$ cat src/rtl/icc_branch_unit.sv
// rtl/icc_branch_unit.sv - SPARC V8 integer condition codes, Bicc evaluation and delay-slot sequencing
//
// Holds the {N,Z,V,C} condition-code register written by flag-setting ALU ops,
// evaluates Bicc conditions (forwarding same-cycle ALU flags), computes the
// branch target and tracks the delay slot, including annulment.
//
// Ports:
//   clk, reset_n          clock, asynchronous active-low reset
//   icc_we, alu_n/z/v/c   ALU flag write strobe and flags
//   br_valid, br_cond,
//   br_a, br_disp, br_pc  Bicc instruction presented this cycle
//   insn_valid            delay-slot instruction presented this cycle
//   icc                   current {N,Z,V,C}
//   redirect              one-cycle pulse, branch taken
//   target                branch target of the last accepted branch
//   annul                 squash the delay-slot instruction now presented
//   busy                  waiting for the delay slot
//   dcti_err              one-cycle pulse, branch seen in the delay slot
module icc_branch_unit #(
    parameter int DISP_W = 22,
    parameter int PC_W   = 32
) (
    input  logic              clk,
    input  logic              reset_n,
    input  logic              icc_we,
    input  logic              alu_n,
    input  logic              alu_z,
    input  logic              alu_v,
    input  logic              alu_c,
    input  logic              br_valid,
    input  logic [3:0]        br_cond,
    input  logic              br_a,
    input  logic [DISP_W-1:0] br_disp,
    input  logic [PC_W-1:0]   br_pc,
    input  logic              insn_valid,
    output logic [3:0]        icc,
    output logic              redirect,
    output logic [PC_W-1:0]   target,
    output logic              annul,
    output logic              busy,
    output logic              dcti_err
);

    localparam int EXT_W = PC_W - DISP_W - 2;

    localparam logic [3:0] COND_BN = 4'd0;
    localparam logic [3:0] COND_BA = 4'd8;

    typedef enum logic [1:0] {
        ST_RUN   = 2'd0,
        ST_DELAY = 2'd1,
        ST_ANNUL = 2'd2
    } state_e;

    state_e            state_q, state_d;
    logic [3:0]        icc_q, icc_d;
    logic              redirect_q, redirect_d;
    logic [PC_W-1:0]   target_q, target_d;
    logic              dcti_err_q, dcti_err_d;

    logic [3:0]        alu_flags;
    logic [3:0]        eval_flags;
    logic              f_n, f_z, f_v, f_c;
    logic              taken;
    logic              accept;
    logic [PC_W-1:0]   br_target;

    assign alu_flags  = {alu_n, alu_z, alu_v, alu_c};
    // A flag-setting op completing this cycle is forwarded to the branch.
    assign eval_flags = icc_we ? alu_flags : icc_q;
    assign f_n = eval_flags[3];
    assign f_z = eval_flags[2];
    assign f_v = eval_flags[1];
    assign f_c = eval_flags[0];

    always_comb begin
        taken = 1'b0;
        case (br_cond)
            4'd0:    taken = 1'b0;
            4'd1:    taken = f_z;
            4'd2:    taken = f_z | (f_n ^ f_v);
            4'd3:    taken = f_n ^ f_v;
            4'd4:    taken = f_c | f_z;
            4'd5:    taken = f_c;
            4'd6:    taken = f_n;
            4'd7:    taken = f_v;
            4'd8:    taken = 1'b1;
            4'd9:    taken = ~f_z;
            4'd10:   taken = ~(f_z | (f_n ^ f_v));
            4'd11:   taken = ~(f_n ^ f_v);
            4'd12:   taken = ~(f_c | f_z);
            4'd13:   taken = ~f_c;
            4'd14:   taken = ~f_n;
            4'd15:   taken = ~f_v;
            default: taken = 1'b0;
        endcase
    end

    // Word displacement: sign-extend and scale by 4; the add wraps mod 2^PC_W.
    assign br_target = br_pc + {{EXT_W{br_disp[DISP_W-1]}}, br_disp, 2'b00};

    assign accept = br_valid && (state_q == ST_RUN);

    // State register
    always_ff @(posedge clk or negedge reset_n) begin
        if (!reset_n) begin
            state_q    <= ST_RUN;
            icc_q      <= 4'b0000;
            redirect_q <= 1'b0;
            target_q   <= '0;
            dcti_err_q <= 1'b0;
        end else begin
            state_q    <= state_d;
            icc_q      <= icc_d;
            redirect_q <= redirect_d;
            target_q   <= target_d;
            dcti_err_q <= dcti_err_d;
        end
    end

    // Next-state logic
    always_comb begin
        state_d    = state_q;
        icc_d      = icc_we ? alu_flags : icc_q;
        redirect_d = 1'b0;
        target_d   = target_q;
        dcti_err_d = 1'b0;
        case (state_q)
            ST_RUN: begin
                if (accept) begin
                    redirect_d = taken;
                    target_d   = br_target;
                    // Annul bit squashes the slot for untaken branches and for BA;
                    // BN is never taken so it is covered by the first term.
                    if (br_a && (!taken || br_cond == COND_BA || br_cond == COND_BN)) begin
                        state_d = ST_ANNUL;
                    end else begin
                        state_d = ST_DELAY;
                    end
                end
            end
            ST_DELAY, ST_ANNUL: begin
                // A branch in the delay slot is flagged but never evaluated.
                dcti_err_d = br_valid;
                if (insn_valid) begin
                    state_d = ST_RUN;
                end
            end
            default: state_d = ST_RUN;
        endcase
    end

    // Outputs
    always_comb begin
        icc      = icc_q;
        redirect = redirect_q;
        target   = target_q;
        dcti_err = dcti_err_q;
        busy     = (state_q != ST_RUN);
        annul    = (state_q == ST_ANNUL);
    end

endmodule

$ cat config.mk
export PLATFORM = sky130hd
export DESIGN_NAME = icc_branch_unit
export DESIGN_NICKNAME = d
export VERILOG_FILES = /design/src/rtl/icc_branch_unit.sv
export SDC_FILE = /design/constraint.sdc
export NUM_CORES = 1
export LEC_CHECK = 0
export CAP_MARGIN = 40
export CORE_MARGIN = 5
export CORE_UTILIZATION = 44
export CTS_CLUSTER_DIAMETER = 30
export DETAILED_ROUTE_END_ITERATION = 6
export GPL_TIMING_DRIVEN = 0
export PLACE_DENSITY = 0.78
export RECOVER_POWER = 25
export SLEW_MARGIN = 25
export SYNTH_ARGS = -nofsm -noshare
export SYNTH_HDL_FRONTEND = slang
export SYNTH_SLANG_ARGS = --single-unit
$ cat constraint.sdc
create_clock -name clk -period 2.4 [get_ports clk]
set_clock_uncertainty 0.2 [all_clocks]
set_input_delay 0.48 -clock clk [delete_from_list [all_inputs] [get_ports clk]]
set_output_delay 0.48 -clock clk [all_outputs]
set_load 0.01 [all_outputs]
[Yosys cells after proc, flatten, opt, wreduce, memory -nomap -nowiden]
Cells that the tools add are included.
Storage, ports and cells
  register bits after elaboration: 40
  bits of input ports: 68
  output and inout bits: 40
  logic and storage cells: 55
Operators by class
  add/sub/neg operators: 1
  eq/ne operators: 19
  muxes and demuxes: 9
  bitwise operators: 10
  reduce and logical (&&, ||, !) cells: 11
Operators with widths (count)
  $add A32 B32 Y32: 1
  $eq A4 B4 Y1 const B: 8
  $eq A4 B3 Y1 const B: 4
  $pmux W1 S16: 1
  $eq A4 B2 Y1 const B: 2
  $not A1 Y1: 7
  $mux W2: 3
  $eq A4 B1 Y1 const B: 1
  $logic_not A4 Y1: 1
  $mux W4: 1
  $ne A2 B2 Y1 const B: 2
  $pmux W2 S2: 1
  $reduce_and A2 Y1: 2
  $mux W1: 3
  $eq A2 B1 Y1 const B: 1
  $eq A2 B2 Y1 const B: 1
  $logic_and A1 B1 Y1: 2
  $logic_not A2 Y1: 1
  $logic_or A1 B1 Y1: 2
  $or A1 B1 Y1: 2
  $reduce_bool A2 Y1: 1
  $reduce_or A2 Y1: 1
  $logic_not A1 Y1: 1
  $xor A1 B1 Y1: 1

[Longest topological paths before layout]
  word-level depth: 12
  mapped depth: 9

[Worst setup path before layout]
No wires, ideal clock.
  path kind: input to register
  from: input br_disp[0]
  to: register target_q[28] (netlist: target[28])
  setup time: 0.133 ns
  data arrival time: 2.208 ns
  required time: 2.067 ns
  path slack: -0.141 ns
  stages on the path: 9
  cells stage by stage: ha_1 fa_1 a21oi_1 o211ai_1 a22oi_2 o211ai_2 a31o_2 xnor2_1 o21ai_0
On the way
  longest elaborated chain between the ends: 1
RTL lines
  from (decl): RTL line 33  | input logic [DISP_W-1:0] br_disp,
  $add A32 B32 Y32: RTL line 100  | assign br_target = br_pc + {{EXT_W{br_disp[DISP_W-1]}}, br_disp, 2'b00};
  to (signal assigned): RTL line 116  | target_q <= target_d;
  to (decl): RTL line 58  | logic [PC_W-1:0] target_q, target_d;
Every way passes these cells.
A chain may end at the register's enable or synchronous reset.

[Final worst setup path]
  from: input br_pc[19]
  to: register target_q[22] (netlist: target[22])
On the way
  longest elaborated chain between the ends: 1
RTL lines
  from (decl): RTL line 34  | input logic [PC_W-1:0] br_pc,
  $add A32 B32 Y32: RTL line 100
Every way passes these cells.

==> run metrics <==
outcome=complete, but fails checks; failing checks=setup timing; Core ar.=6910 µm²; crit path DAT=2.51 ns; Max Cap Violations=0; Post-Synthesis Cells=375; Avg Synthesized Cell Area=8.42 µm²; final wirelength=11,300 µm; Die Footprint=8970 µm²; Initial Util=45.7%; Vias per Instance=5.77; first-pass GRT wire length=17,000 µm; Top delay family on crit path=compound AO/OA/AOI/OAI gates; gr usage total=23.5%; NumNets Final=621; largest net degree at the start of global routing=24; buffer depth of the longest clock path=2; critical path type=in -> reg; maximum clock rate=393 MHz; Critical Path RT=2.36 ns; final hold vios=0; synth warn=0; Seq/Total Area, Yosys=31.7%; post-synthesis adder-cell area fraction=12.9%; Worst-Margin Slew=0.950 ns; commonest non-fill, non-tap cell in the layout=clkdlybuf4s50_1; Final Setup Violations=9; Startpoint Class=input port; root buf cell=clkbuf_8; Worst setup EP type=register; worst path bufs/invs=1; fin cells=617; HP Class=reg -> reg; area delta synth->final=67.8%; crit path launch=br_pc[19]; setup ws final=-0.147 ns; DRT Pass-1 Iters=5; Mapped Area=3160 µm²; Die Y=94.7 µm; antenna violations before repair=0; pre-CTS WS=-0.926 ns; Simple-Gate Fraction of Synth Area=17.5%; Clk pin slew, worst setup/hold paths=0.08 ns; fill count=483; VDD IR max=0.322 mV; predominant post-synthesis flop cell=dfrtp_1; reg2reg start=state_q[0]$_DFFE_PN0P_; CTS H-tree depth=2; I/O Pins=108; DR iter-0 viols=263; Placer Congestion=0.916; Post-synth ARST share=100%; average wire per standard cell=18.3 µm; Design Area, Final=5300 µm²; max_slew headroom=36.6%; RSZ-0062 raised after global routing=true; power per cell area=714 nW/µm²; Reg2Reg Depth=7; TritonCTS clock tree=yes; most frequent cells in the layout=clkdlybuf4s50_1 (67), nand2_1 (54), dfrtp_1 (40), buf_4 (31), ha_4 (24); post-synthesis mux area share=2.38%; Worst path depth=8; DP Wirelength=7380 µm; Compound-Gate Fraction of Synth Area=25.0%; vias in the first global route=3,612; Post-Synth XOR/XNOR Area=7.76%; Crit path largest cell delay=0.47 ns; via count=3,558; Yosys reg bits=40; CP Cell Sequence=clkdlybuf4s50_1 -> ha_2 -> and2_4 -> a311oi_4 -> o211ai_4 -> a21oi_4 -> xor2_1 -> o21ai_1; area post-placement=4430 µm²; ANT cells=0; layout cell share with drive strength beyond 1=27.8%; Pins Over Slew Limit=0; EDFF count, synth=0; min Tclk post-route=2.55 ns; dpl cells=579; clock sinks=40; Pleak=0.00224 µW; CTS Buf Count=5; total congestion overflow=0; HP Start=target[0]$_DFFE_PN0P_; Die X=94.7 µm; crit share post-route=106%; setup TNS=-0.844 ns; std cell rows=30; CP max FO=5; Slowest-stage cell, CP=clkdlybuf4s50_1; I/O Buffers=107; Netlist cell types=53; worst hold path depth=2; residual DRC count=0; Post-Syn Nets=475; Antenna Nets Post-Route=0; largest family of logic cells by synthesized area=compound AO/OA/AOI/OAI gates; clk_lat worst skew=0.28 ns
[worst register-to-register path, stage by stage, from the launching register on]
cell and delay [ns]:
dfrtp_1 0.36, inv_1 0.06, ha_1 0.22, nand2_1 0.28, clkbuf_2 0.32, buf_1 0.41
nand2_1 0.10, o21ai_0 0.09
[cell families (layout without fill, tap and decap cells)]
kind of cell             count (synthesis)  in the layout
AND/OR/NAND/NOR                        123            123
AO/OA/AOI/OAI                          122            122
flip-flops                              40             40
adder cells (fa/ha/maj)                 32             32
XOR/XNOR                                28             28
buffers and inverters                   23            169
multiplexers                             7              7
[registers in the layout (all words and copies together) (netlist names)]
signal    flops
dcti_err      1
icc           4
redirect      1
state_q       2
target       32
[synth_stat cells (4+ instances only)]
cell | count | area (µm²)
nand2_1 | 61 | 229
nor2_1 | 26 | 97.6
nand3_1 | 8 | 40.0
xor2_1 | 16 | 140
o21bai_1 | 5 | 37.5
and2_1 | 6 | 37.5
o21ai_0 | 40 | 200
and3_1 | 4 | 25.0
a21o_1 | 7 | 52.6
dfrtp_1 | 40 | 1000
nand4_1 | 5 | 31.3
clkbuf_1 | 8 | 30.0
inv_1 | 14 | 52.6
a21oi_1 | 32 | 160
ha_1 | 31 | 388
mux2_2 | 4 | 45.0
a31oi_1 | 5 | 31.3
xnor2_1 | 12 | 105
[routing by layer]
layer	global-route usage (%)	wire, µm	vias to the layer above
li1	-	-	1651
met1	28.6	4460	1704
met2	41.9	5770	173
met3	3.03	730	30
met4	8.77	347	0
met5	0	0	-
[area by class of cell]
class	count	area (µm²)	area share, %
Sequential cell	40	1000	18.9
Inverter	14	52.6	0.991
Buffer	7	27.5	0.519
Tap cell	96	120	2.27
Clock buffer	6	72.6	1.37
Clock inverter	1	5.00	0.0944
Multi-Input combinational cell	312	2760	52.0
Timing Repair Buffer	141	1270	23.9
[power breakdown]
group	internal (µW)	total [µW]	switching [µW]
Sequential	967	1130	168
Combinational	1130	2230	1100
Clock	198	427	229
Total	2290	3790	1500
[final timing paths]
kind,end,slack (ns)
max,target[22]$_DFFE_PN0P_,-0.15
min,target[0]$_DFFE_PN0P_,0.28
max reg2reg,target[10]$_DFFE_PN0P_,0.29
min reg2reg,target[0]$_DFFE_PN0P_,0.28
max in group asynchronous,target[25]$_DFFE_PN0P_,0.23
min in group asynchronous,target[9]$_DFFE_PN0P_,0.65
[repair_timing]
item,in CTS,in global routing
endpoints found under the hold margin,17,0
pin swaps,45,35
resized for setup,148,57
hold buffers,1,0
endpoints found under the setup margin,24,24
buffers inserted,24,9
[metrics by stage]
stage	total power (µW)	utilization [%]	hold WS (ns)
2_1_floorplan	2050	-	-0.0156
3_3_place_gp	2980	63.8	0.260
3_5_place_dp	3050	64.1	0.256
4_1_cts	3650	73.3	0.282
5_1_grt	4030	76.8	0.311
6_report	3790	76.8	0.278
Power figures use the tool's default switching activity.
